### config.mk
export PLATFORM = sky130hd
export DESIGN_NAME = seq_detect_cfg
export DESIGN_NICKNAME = d
export VERILOG_FILES = /design/src/rtl/seq_detect_cfg.sv
export SDC_FILE = /design/constraint.sdc
export NUM_CORES = 1
export LEC_CHECK = 0
export CORE_MARGIN = 5
export CORE_UTILIZATION = 32
export CTS_CLUSTER_DIAMETER = 60
export DETAILED_ROUTE_END_ITERATION = 16
export SLEW_MARGIN = 20
export SYNTH_ARGS = -nofsm -noshare
export SYNTH_HDL_FRONTEND = slang
export SYNTH_SLANG_ARGS = --single-unit
### constraint.sdc
create_clock -name clk -period 6.9 [get_ports clk]
set_input_delay 0.69 -clock clk [delete_from_list [all_inputs] [get_ports clk]]
set_output_delay 0.69 -clock clk [all_outputs]
set_load 0.005 [all_outputs]
### src/rtl/seq_detect_cfg.sv
// Runtime-programmable serial pattern detector: configurable pattern, length and
// overlap mode, valid-qualified input, registered match pulse and saturating count.
module seq_detect_cfg #(
    parameter int                  MAX_LEN     = 8,
    parameter int                  LEN_W       = 4,
    parameter int                  CNT_W       = 8,
    parameter logic [MAX_LEN-1:0]  DEF_PATTERN = 8'b0000_1011,
    parameter logic [LEN_W-1:0]    DEF_LEN     = 4'd4,
    parameter logic                DEF_OVERLAP = 1'b1
) (
    input  logic               clk,
    input  logic               rst,
    input  logic               cfg_load,
    input  logic [MAX_LEN-1:0] cfg_pattern,
    input  logic [LEN_W-1:0]   cfg_len,
    input  logic               cfg_overlap,
    input  logic               data_valid,
    input  logic               data_in,
    input  logic               cnt_clr,
    output logic               detector,
    output logic [CNT_W-1:0]   match_count,
    output logic               armed
);

    localparam logic [LEN_W-1:0] LEN_MAX = LEN_W'(MAX_LEN);

    logic [MAX_LEN-1:0] pat_r;
    logic [LEN_W-1:0]   len_r;
    logic               ovl_r;
    logic [MAX_LEN-1:0] hist;
    logic [LEN_W-1:0]   fill;

    logic [MAX_LEN-1:0] hist_shift;
    logic [LEN_W-1:0]   fill_inc;
    logic [MAX_LEN-1:0] mask;
    logic [LEN_W-1:0]   len_clamped;
    logic               shift_en;
    logic               match;
    logic [MAX_LEN-1:0] hist_d;
    logic [LEN_W-1:0]   fill_d;
    logic [LEN_W-1:0]   len_d;
    logic               armed_d;

    // Stream qualification: data_in is consumed only on cycles with data_valid=1;
    // there is no back-pressure. A cfg_load in the same cycle discards the bit.
    assign shift_en    = data_valid && !cfg_load;
    assign hist_shift  = {hist[MAX_LEN-2:0], data_in};
    assign fill_inc    = (fill >= LEN_MAX) ? fill : fill + LEN_W'(1);
    assign len_clamped = (cfg_len > LEN_MAX) ? LEN_MAX : cfg_len;

    // Only the low len_r bits of history and pattern take part in the compare.
    always_comb begin
        mask = '0;
        for (int i = 0; i < MAX_LEN; i++) begin
            mask[i] = (i < int'(len_r));
        end
    end

    assign match = shift_en && (len_r != '0) && (fill_inc >= len_r) &&
                   (((hist_shift ^ pat_r) & mask) == '0);

    always_comb begin
        hist_d = hist;
        fill_d = fill;
        len_d  = len_r;
        if (cfg_load) begin
            hist_d = '0;
            fill_d = '0;
            len_d  = len_clamped;
        end else if (shift_en) begin
            hist_d = hist_shift;
            fill_d = (match && !ovl_r) ? '0 : fill_inc;
        end
        armed_d = (len_d != '0) && (fill_d >= len_d);
    end

    always_ff @(posedge clk) begin
        if (rst) begin
            pat_r       <= DEF_PATTERN;
            len_r       <= DEF_LEN;
            ovl_r       <= DEF_OVERLAP;
            hist        <= '0;
            fill        <= '0;
            detector    <= 1'b0;
            armed       <= 1'b0;
            match_count <= '0;
        end else begin
            if (cfg_load) begin
                pat_r <= cfg_pattern;
                len_r <= len_clamped;
                ovl_r <= cfg_overlap;
            end
            hist     <= hist_d;
            fill     <= fill_d;
            detector <= match;
            armed    <= armed_d;
            // A clear coinciding with a match leaves that match counted.
            if (match) begin
                if (cnt_clr) begin
                    match_count <= CNT_W'(1);
                end else if (match_count != '1) begin
                    match_count <= match_count + CNT_W'(1);
                end
            end else if (cnt_clr) begin
                match_count <= '0;
            end
        end
    end

endmodule
==> results of run 1 <==
synth_stat cells (3+ instances only):
cell type,n,area share
or3_1,3,0.010
clkbuf_1,8,0.016
nor2_1,30,0.061
o21ai_0,3,0.0081
mux2i_1,14,0.075
xor2_1,8,0.038
nor2b_1,5,0.017
nand4_1,4,0.013
ha_1,11,0.074
nand2b_1,7,0.024
xnor2_1,5,0.024
a211o_1,4,0.019
inv_1,9,0.018
dfxtp_1,34,0.37
a21oi_1,14,0.038
nand2_1,10,0.020
cells by family (layout without fill, tap and decap cells):
| family | Yosys count | count (layout) | share of synthesized area |
|---|---|---|---|
| AOI/OAI and AO/OA | 39 | 39 | 0.1442 |
| xor gates and xnor gates | 13 | 13 | 0.06132 |
| buffers and inverters | 21 | 46 | 0.04717 |
| and+or+nand+nor | 79 | 79 | 0.2251 |
| adders and majority gates | 11 | 11 | 0.07412 |
| muxes | 15 | 15 | 0.08153 |
| DFF | 34 | 34 | 0.3666 |
metal layers:
layer,track usage,vias to the layer above
met2,0.1927,19
met1,0.1310,717
li1,-,796
met3,0.02852,6
met5,0,-
met4,0.03824,0
state kept, by name, summed over array words and instances, names as in the netlist:
name         flops
match_count      8
pat_r            8
hist             7
fill             4
len_r            4
armed            1
detector         1
ovl_r            1
worst max-delay path: stages, from the launching register on:
cell and delay [ns]:
dfxtp_1 0.45, inv_1 0.09, ha_1 0.29, mux2_2 0.28, ha_1 0.27, a2111oi_0 0.45, and4b_2 0.32, nand2_1 0.16
nor2_1 0.11, o32a_1 0.34, ha_1 0.27, nand2b_1 0.15, a21o_1 0.17, a21o_1 0.17, a21oi_1 0.13, nor2_1 0.05
how the worst max path moves through the flow:
| stage | end | cells after the start |
|---|---|---|
| CTS | armed$_SDFF_PP0_ | 15 |
| detailed placement | armed$_SDFF_PP0_ | 13 |
| finish | armed$_SDFF_PP0_ | 15 |
| global route | armed$_SDFF_PP0_ | 15 |
| global placement | armed$_SDFF_PP0_ | 13 |
| floorplan | armed$_SDFF_PP0_ | 15 |
cell type report:
class                      instances  area, µm²  area share
timing repair buffer              29      287.8      0.1267
inverter                           9      33.78     0.01487
clock buffer                       7      86.33     0.03800
clock inverter                     1      5.005    0.002203
multi-input combinational        157       1089      0.4791
tap                               72      90.09     0.03965
sequential                        34      680.7      0.2996
power breakdown:
group	internal (mW)	total, mW	switching (mW)	leakage (nW)
registers	0.202	0.208	0.00599	0.277
clock network	0.0804	0.150	0.0695	0.0482
logic	0.0283	0.0527	0.0244	0.576
total	0.311	0.411	0.0999	0.901
through the flow:
step                instance area [µm²]  cells  power (mW)  hold WS (ns)
finish                             2272    309      0.4107        0.5008
global route                       2272    309      0.4344        0.5254
CTS                                2272    309      0.4175        0.5027
detailed placement                 2181    301      0.2652        0.4926
global placement                   2181    301      0.2645        0.4833
floorplan                          1857    212      0.2455        0.4806
cell usage in the layout, fill, tap and decap left out, types with 3 or more instances in the layout:
cell	instances
a211o_1	4
a21oi_1	14
clkbuf_8	6
clkdlybuf4s50_1	28
dfxtp_1	34
ha_1	11
inv_1	9
mux2i_1	14
nand2_1	10
nand2b_1	7
nand4_1	4
nor2_1	30
nor2b_1	5
o21ai_0	3
or3_1	3
xnor2_1	5
xor2_1	8
==> summary.txt, run 1 <==
Ys flop type: dfxtp_1
Yosys warns: 0
Post-Synthesis Cells: 212
CP arrival: 3.99 ns
Starting Density: 0.3331
CTS root buf: clkbuf_8
Ratio of cells with drive above 1 in the final layout: 0.06751
Clk sink count: 34
Worst r2r path cells: 15
Hold crit path type: register to register
Mean Syn Cell Area: 8.758 µm²
Peak VDD IR: 146.0 µV
M1 wire length: 1840 µm
Crit. End Element: register
Worst hold path depth: 2
Distinct cells, synth: 48
Final hold viol count: 0
Status: finished, final reports clean
EDFF count, synth: 0
First-pass detailed-route iteration total: 4
Routed len/inst: 12.71 µm
Slew Limit Fails: 0
Layout area overhead: 22.37%
Setup WS pre-CTS: 2.930 ns
# DRC: 0
Worst slew margin: 0.4871
Maximum clock insertion buffer count: 2
Async set-or-reset flop fraction in the synthesized netlist: 0
Setup CP Type: register to register
RR Startpoint: fill[0]$_SDFF_PP0_
Largest net degree at the start of global routing: 25
Setup_tns: 0 ns
PortBufs: 28
Hold endpoint: match_count[5]$_SDFFE_PP0P_
Max frequency: 0.2621 GHz
Min-delay src: match_count[5]$_SDFFE_PP0P_
Worst slew pin tran: 0.7669 ns
CTS Hold Buffers Added: 0
CP Data Required Time: 7.08 ns
Startpoint types: register
# fillers: 573
Via density: 4.977
GR Util All Layers: 0.1104
Met2 routed WL: 1910 µm
Htree depth: 2
CP Max Fanout: 7
Post-CTS sizing: 0
Ant. Diodes: 0
Final WS setup: 3.085 ns
WL met3: 123 µm
Synth Register Bits: 34
Vias: 1538
Total core area: 5574 µm²
Area of the die: 7426 µm²
Antenna viol nets, final: 0
Syn_nets: 242
Synthesized area: 1857 µm²
HPWL after DPL: 2966 µm
Cell Rows: 27
Leak pwr: 0.9010 nW
Layout Nets: 266
RSZ-0062 raised after global routing: no
Layout Utilization: 0.4076
Initial antenna violation count: 0
Top-Level Pins: 29
Top sig layer: met4
Power density cells: 180.7 nW/µm²
Post-CTS Setup Inserts: 0
CP Launch Point: fill[0]$_SDFF_PP0_
Die height: 86.18 µm
Drt first-iter violations: 104
CTS tree: yes
Clock Pin Slew Worst Setup and Hold Paths: 0.07 ns
TritonCTS Buffers: 5
Gr ovfl total: 0
R2r setup slk: 3.09 ns
Final worst clock skew: 0.007485 ns
# setup viols final: 0
DIE WIDTH: 86.18 µm
First-pass GRT wire length: 6548 µm
Fin crit share: 0.5529
Clock Latency Late Sink: 0.28 ns
Register area share after synthesis: 0.3666
Minimum clock period: 3.815 ns
RR Endpoint: armed$_SDFF_PP0_
GPL Wtd Cong: 0.8070
Vias in the first global route: 1456
WL final: 3928 µm
Max-cap violations: 0
Note: power is estimated with default switching activity, not from simulation.
==> inputs of run 2 (changes only) <==
==> constraint.sdc (replaced) <==
create_clock -name clk -period 3.4 [get_ports clk]
set_input_delay 0.34 -clock clk [delete_from_list [all_inputs] [get_ports clk]]
set_output_delay 0.34 -clock clk [all_outputs]
set_load 0.005 [all_outputs]
==> summary.txt, run 2 (same netlist as run 1, synthesis figures left out) <==
Multi-input combinational cell area: 1120 µm² (was 1089 µm²)
Comb power frac: 0.128 (about the same)
Internal power: 708.4 µW (was 310.8 µW)
Vias in the first global route: 1490 (was 1456)
Cell Rows: 27 (unchanged)
Maximum clock insertion buffer count: 2 (unchanged)
First-pass detailed-route iteration total: 4 (unchanged)
Drt first-iter violations: 93 (was 104)
CTS Hold Buffers Added: 0 (unchanged)
DIE WIDTH: 86.18 µm (unchanged)
Leak pwr: 0.9547 nW (was 0.9010 nW)
Crit. End Element: register (unchanged)
# DRC: 0 (unchanged)
Power density cells: 383.1 nW/µm² (was 180.7 nW/µm²)
First-pass GRT wire length: 6789 µm (was 6548 µm)
Vias: 1573 (was 1538)
Net Sw Power: 205.7 µW (was 99.85 µW)
Slew Limit Fails: 0 (unchanged)
CTS root buf: clkbuf_8 (unchanged)
Most frequent cells in the layout: dfxtp_1, nor2_1, clkdlybuf4s50_1, a21oi_1, mux2i_1 (unchanged)
Minimum clock period: 3.230 ns (was 3.815 ns)
# fillers: 557 (was 573)
Cell Area, Placed: 2236 µm² (was 2181 µm²)
Setup CP Type: register to register (unchanged)
RR Startpoint: fill[0]$_SDFF_PP0_ (unchanged)
Peak VDD IR: 192.1 µV (was 146.0 µV)
Sequential Area: 681.9 µm² (was 680.7 µm²)
Area of the die: 7426 µm² (unchanged)
Starting Density: 0.3331 (unchanged)
Status: finished, final reports clean (unchanged)
Antenna viol nets, final: 0 (unchanged)
Worst hold path depth: 2 (unchanged)
Ant. Diodes: 0 (unchanged)
Clk sink count: 34 (unchanged)
Layout Utilization: 0.4281 (was 0.4076)
Clock Latency Late Sink: 0.29 ns (was 0.28 ns)
Gr ovfl total: 0 (unchanged)
Die height: 86.18 µm (unchanged)
Via density: 4.978 (was 4.977)
CTS tree: yes (unchanged)
Layout Nets: 274 (was 266)
Initial antenna violation count: 0 (unchanged)
Clock Pin Slew Worst Setup and Hold Paths: 0.07 ns (about the same)
Top-Level Pins: 29 (unchanged)
Min-delay src: match_count[5]$_SDFFE_PP0P_ (unchanged)
HPWL after DPL: 2941 µm (was 2966 µm)
PortBufs: 28 (unchanged)
Routed len/inst: 12.99 µm (was 12.71 µm)
Worst slew margin: 0.7194 (was 0.4871)
# setup viols final: 0 (unchanged)
Fin crit share: 0.9499 (was 0.5529)
CP Data Required Time: 3.58 ns (was 7.08 ns)
CP Max Fanout: 2 (was 7)
Ratio of cells with drive above 1 in the final layout: 0.1107 (was 0.06751)
GPL Wtd Cong: 0.8265 (was 0.8070)
Startpoint types: register (unchanged)
Max-cap violations: 0 (unchanged)
Clk network pwr share: 0.411 (was 0.365)
Layout area overhead: 28.50% (was 22.37%)
CP arrival: 3.41 ns (was 3.99 ns)
GR Util All Layers: 0.1143 (was 0.1104)
Seq pwr share: 0.461 (was 0.507)
TritonCTS Buffers: 5 (unchanged)
Htree depth: 2 (unchanged)
Final worst clock skew: 0.005143 ns (was 0.007485 ns)
Finished Cell Area: 2386 µm² (was 2272 µm²)
Max frequency: 0.3096 GHz (was 0.2621 GHz)
Worst r2r path cells: 15 (unchanged)
Switching part of the total: 0.2250 (was 0.2431)
CP Launch Point: fill[0]$_SDFF_PP0_ (unchanged)
Hold crit path type: register to register (unchanged)
Most common cell after layout, fill and taps aside: dfxtp_1 (unchanged)
Largest registers: match_count x8, pat_r x8, hist x7 (unchanged)
WL final: 4104 µm (was 3928 µm)
Final hold viol count: 0 (unchanged)
Total core area: 5574 µm² (unchanged)
Worst slew pin tran: 0.4209 ns (was 0.7669 ns)
Largest net degree at the start of global routing: 24 (was 25)
[run 2: critical path, stage by stage (launching register included)]
cell and delay, ns:
dfxtp_2 0.32, inv_1 0.05, ha_1 0.28, mux2_2 0.31, ha_4 0.23, a2111oi_4 0.28
and4b_2 0.27, nand2_1 0.09, nor2_1 0.06, o32a_1 0.33, ha_1 0.26, nand2b_1 0.14
a21o_1 0.17, a21o_1 0.17, a21oi_1 0.13, nor2_1 0.05
[run 2: per-layer routing]
layer / vias up / global-route usage / share of wire / routed length [µm]
met5: - / 0 / 0 / 0
met4: 0 / 0.04674 / 0.016 / 66
met3: 8 / 0.02567 / 0.039 / 160
met2: 30 / 0.1920 / 0.49 / 1993
met1: 722 / 0.1413 / 0.46 / 1883
li1: 813 / - / - / -
[run 2: path summary, 6_finish.rpt]
check                                      to  slack (ns)
hold reg to reg   match_count[5]$_SDFFE_PP0P_        0.50
hold / removal    match_count[5]$_SDFFE_PP0P_        0.50
setup reg to reg             armed$_SDFF_PP0_        0.17
setup / recovery             armed$_SDFF_PP0_        0.17
[run 2: area by class of cell]
| cell class | count | share of cell area |
|---|---|---|
| multi-input combinational | 157 | 0.4693 |
| sequential | 34 | 0.2858 |
| timing repair buffer | 37 | 0.1458 |
| tap | 72 | 0.03776 |
| clock buffer | 6 | 0.03461 |
| inverter | 9 | 0.01416 |
| clock inverter | 1 | 0.01259 |
[run 2: repair_timing]
item                                   in CTS  in global routing
resized for setup                           0                  3
setup endpoints to repair                   0                  1
setup buffers                               0                  1
endpoints found under the hold margin       0                  0
[run 2: per-stage QoR]
| stage | TNS, ns | power [mW] | instances | setup slack, ns | hold slack [ns] |
|---|---|---|---|---|---|
| finish | 0 | 0.9141 | 316 | 0.1702 | 0.4993 |
| detailed placement | 0 | 0.5411 | 308 | 0.06709 | 0.4964 |
| global route | -0.02498 | 0.9611 | 316 | -0.02498 | 0.5328 |
| floorplan | 0 | 0.4988 | 212 | 0.03087 | 0.4624 |
| CTS | 0 | 0.9233 | 315 | 0.04090 | 0.5059 |
| global placement | 0 | 0.5410 | 308 | 0.1369 | 0.4804 |
[run 2: power groups by stage]
stage / logic (mW) / registers (mW) / clock network, mW
floorplan: 0.0723 / 0.427 / 0
global placement: 0.111 / 0.430 / 0
detailed placement: 0.111 / 0.430 / 0
CTS: 0.112 / 0.421 / 0.390
global route: 0.130 / 0.423 / 0.409
finish: 0.117 / 0.421 / 0.376
==> inputs of run 3 (changes only) <==
--- a/config.mk
+++ b/config.mk
@@ -6,10 +6,10 @@
 export NUM_CORES = 1
 export LEC_CHECK = 0
 export CORE_MARGIN = 5
-export CORE_UTILIZATION = 32
+export CORE_UTILIZATION = 48
 export CTS_CLUSTER_DIAMETER = 60
 export DETAILED_ROUTE_END_ITERATION = 16
-export SLEW_MARGIN = 20
+export PLACE_DENSITY = 0.75
 export SYNTH_ARGS = -nofsm -noshare
 export SYNTH_HDL_FRONTEND = slang
 export SYNTH_SLANG_ARGS = --single-unit
==> summary.txt, run 3 (same netlist as run 1, synthesis figures left out) <==
Starting Density: 0.4997 (was 0.3331)
Startpoint types: register (unchanged)
Routed len/inst: 13.68 µm (was 12.99 µm)
Fin crit share: 0.9499 (about the same)
CTS tree: yes (unchanged)
Ant. Diodes: 0 (unchanged)
Clk sink count: 34 (unchanged)
Vias: 1560 (was 1573)
WL final: 3982 µm (was 4104 µm)
Maximum clock insertion buffer count: 2 (unchanged)
Leak pwr: 0.9614 nW (was 0.9547 nW)
Largest registers: match_count x8, pat_r x8, hist x7 (unchanged)
CP Data Required Time: 3.59 ns (was 3.58 ns)
Most common cell after layout, fill and taps aside: dfxtp_1 (unchanged)
Final worst clock skew: 0.003862 ns (was 0.005143 ns)
HPWL after DPL: 2864 µm (was 2941 µm)
Top Family by Delay on Critical Path: compound AO/OA/AOI/OAI gates (unchanged)
Htree depth: 2 (unchanged)
Drt first-iter violations: 84 (was 93)
Peak VDD IR: 345.4 µV (was 192.1 µV)
Ratio of cells with drive above 1 in the final layout: 0.1193 (was 0.1107)
Via density: 5.361 (was 4.978)
Max incr delay on CP: 0.34 ns (was 0.33 ns)
TritonCTS Buffers: 5 (unchanged)
Critical-path top delay cell: a2111oi_4 (was o32a_1)
Worst path bufs/invs: 1 (unchanged)
RR Endpoint: armed$_SDFF_PP0_ (unchanged)
First-pass GRT wire length: 6713 µm (was 6789 µm)
Total core area: 3716 µm² (was 5574 µm²)
Slew Limit Fails: 0 (unchanged)
Layout Nets: 273 (was 274)
Worst r2r path cells: 15 (unchanged)
Gr ovfl total: 0 (unchanged)
# DRC: 0 (unchanged)
Final hold viol count: 0 (unchanged)
Worst slew margin: 0.7207 (was 0.7194)
Top-Level Pins: 29 (unchanged)
CP Max Fanout: 2 (unchanged)
Minimum clock period: 3.230 ns (about the same)
Setup CP Type: register to register (unchanged)
Largest net degree at the start of global routing: 24 (unchanged)
First-pass detailed-route iteration total: 5 (was 4)
Die height: 72.20 µm (was 86.18 µm)
Most frequent cells in the layout: dfxtp_1, nor2_1, clkdlybuf4s50_1, mux2i_1, a21oi_1 (was dfxtp_1, nor2_1, clkdlybuf4s50_1, a21oi_1, mux2i_1)
DIE WIDTH: 72.20 µm (was 86.18 µm)
CTS root buf: clkbuf_8 (unchanged)
Clock Pin Slew Worst Setup and Hold Paths: 0.07 ns (about the same)
Cell Rows: 22 (was 27)
Worst slew pin tran: 0.4190 ns (was 0.4209 ns)
RR Startpoint: fill[0]$_SDFF_PP0_ (unchanged)
Crit. End Element: register (unchanged)
Antenna viol nets, final: 0 (unchanged)
CP Launch Point: fill[0]$_SDFF_PP0_ (unchanged)
Status: finished, final reports clean (unchanged)
Hold crit path type: register to register (unchanged)
GPL Wtd Cong: 0.8274 (was 0.8265)
CP arrival: 3.42 ns (was 3.41 ns)
Power Total: 918.8 µW (was 914.1 µW)
R2r setup slk: 0.17 ns (about the same)
# setup viols final: 0 (unchanged)
Critical path cell sequence: inv_1 > ha_1 > mux2_4 > ha_4 > a2111oi_4 > and4b_2 > nand2_2 > nor2_1 > o32a_1 > ha_1 > nand2b_1 > a21o_1 > a21o_1 > a21oi_2 > nor2_1 (was inv_1 > ha_1 > mux2_2 > ha_4 > a2111oi_4 > and4b_2 > nand2_1 > nor2_1 > o32a_1 > ha_1 > nand2b_1 > a21o_1 > a21o_1 > a21oi_1 > nor2_1)
GR Util All Layers: 0.1634 (was 0.1143)
Layout Utilization: 0.6367 (was 0.4281)
CTS Hold Buffers Added: 0 (unchanged)
Area of the die: 5212 µm² (was 7426 µm²)
Max frequency: 0.3096 GHz (about the same)
Cell count along the critical path: 15 (unchanged)
Max-cap violations: 0 (unchanged)
PortBufs: 28 (unchanged)
Worst Setup EP: armed$_SDFF_PP0_ (unchanged)
Vias in the first global route: 1564 (was 1490)
Initial antenna violation count: 0 (unchanged)
Power density cells: 388.3 nW/µm² (was 383.1 nW/µm²)
Layout area overhead: 27.43% (was 28.50%)
Clock Latency Late Sink: 0.28 ns (was 0.29 ns)
# fillers: 327 (was 557)
-- run 3: worst min-delay path by stage --
| stage | from | endpoint | slack (ns) | cells after the start |
|---|---|---|---|---|
| detailed placement | match_count[5]$_SDFFE_PP0P_ | match_count[5]$_SDFFE_PP0P_ | 0.51 | 2 |
| CTS | match_count[5]$_SDFFE_PP0P_ | match_count[5]$_SDFFE_PP0P_ | 0.52 | 2 |
| finish | pat_r[4]$_SDFFE_PP0P_ | pat_r[4]$_SDFFE_PP0P_ | 0.52 | 2 |
| global placement | match_count[5]$_SDFFE_PP0P_ | match_count[5]$_SDFFE_PP0P_ | 0.49 | 2 |
| global route | match_count[5]$_SDFFE_PP0P_ | match_count[5]$_SDFFE_PP0P_ | 0.55 | 2 |
| floorplan | cfg_overlap | ovl_r$_SDFFE_PP1P_ | 0.46 | 1 |
-- run 3: tightest hold or removal path, cell delays in order (launching register included) --
cell,delay [ns]
dfxtp_1,0.34
mux2i_1,0.07
nor2_1,0.07
-- run 3: through the flow --
stage	std cells	setup slack [ns]	setup TNS [ns]	area, µm²	hold slack [ns]
finish	291	0.1704	0	2366	0.5152
global route	291	-0.06143	-0.06143	2366	0.5519
CTS	290	0.03946	0	2316	0.5158
detailed placement	283	0.02042	0	2198	0.5063
global placement	283	0.1042	0	2198	0.4899
floorplan	212	0.03087	0	1859	0.4624
-- run 3: report_power, final --
group	internal [mW]	total (mW)	switching [mW]
Clock	0.234	0.378	0.144
Sequential	0.410	0.421	0.0109
Combinational	0.0654	0.119	0.0539
Total	0.710	0.919	0.209
-- run 3: cell type report --
type / count / area, µm² / area share
Clock buffer: 6 / 82.58 / 0.03490
Clock inverter: 1 / 30.03 / 0.01269
Inverter: 9 / 33.78 / 0.01428
Multi-Input combinational cell: 157 / 1137 / 0.4807
Sequential cell: 34 / 681.9 / 0.2882
Tap cell: 48 / 60.06 / 0.02538
Timing Repair Buffer: 36 / 340.3 / 0.1438
-- run 3: metal layers --
metal	global-route usage	vias up	share of wire
li1	-	813	-
met1	0.2009	720	0.47
met2	0.2700	22	0.48
met3	0.04155	5	0.030
met4	0.06889	0	0.015
met5	0	-	0
-- run 3: what timing repair did --
action / in CTS / in global routing
pin swaps: 0 / 3
gates resized for setup: 1 / 6
endpoints found under the setup margin: 1 / 1
setup buffers: 0 / 1
gates cloned: 0 / 0
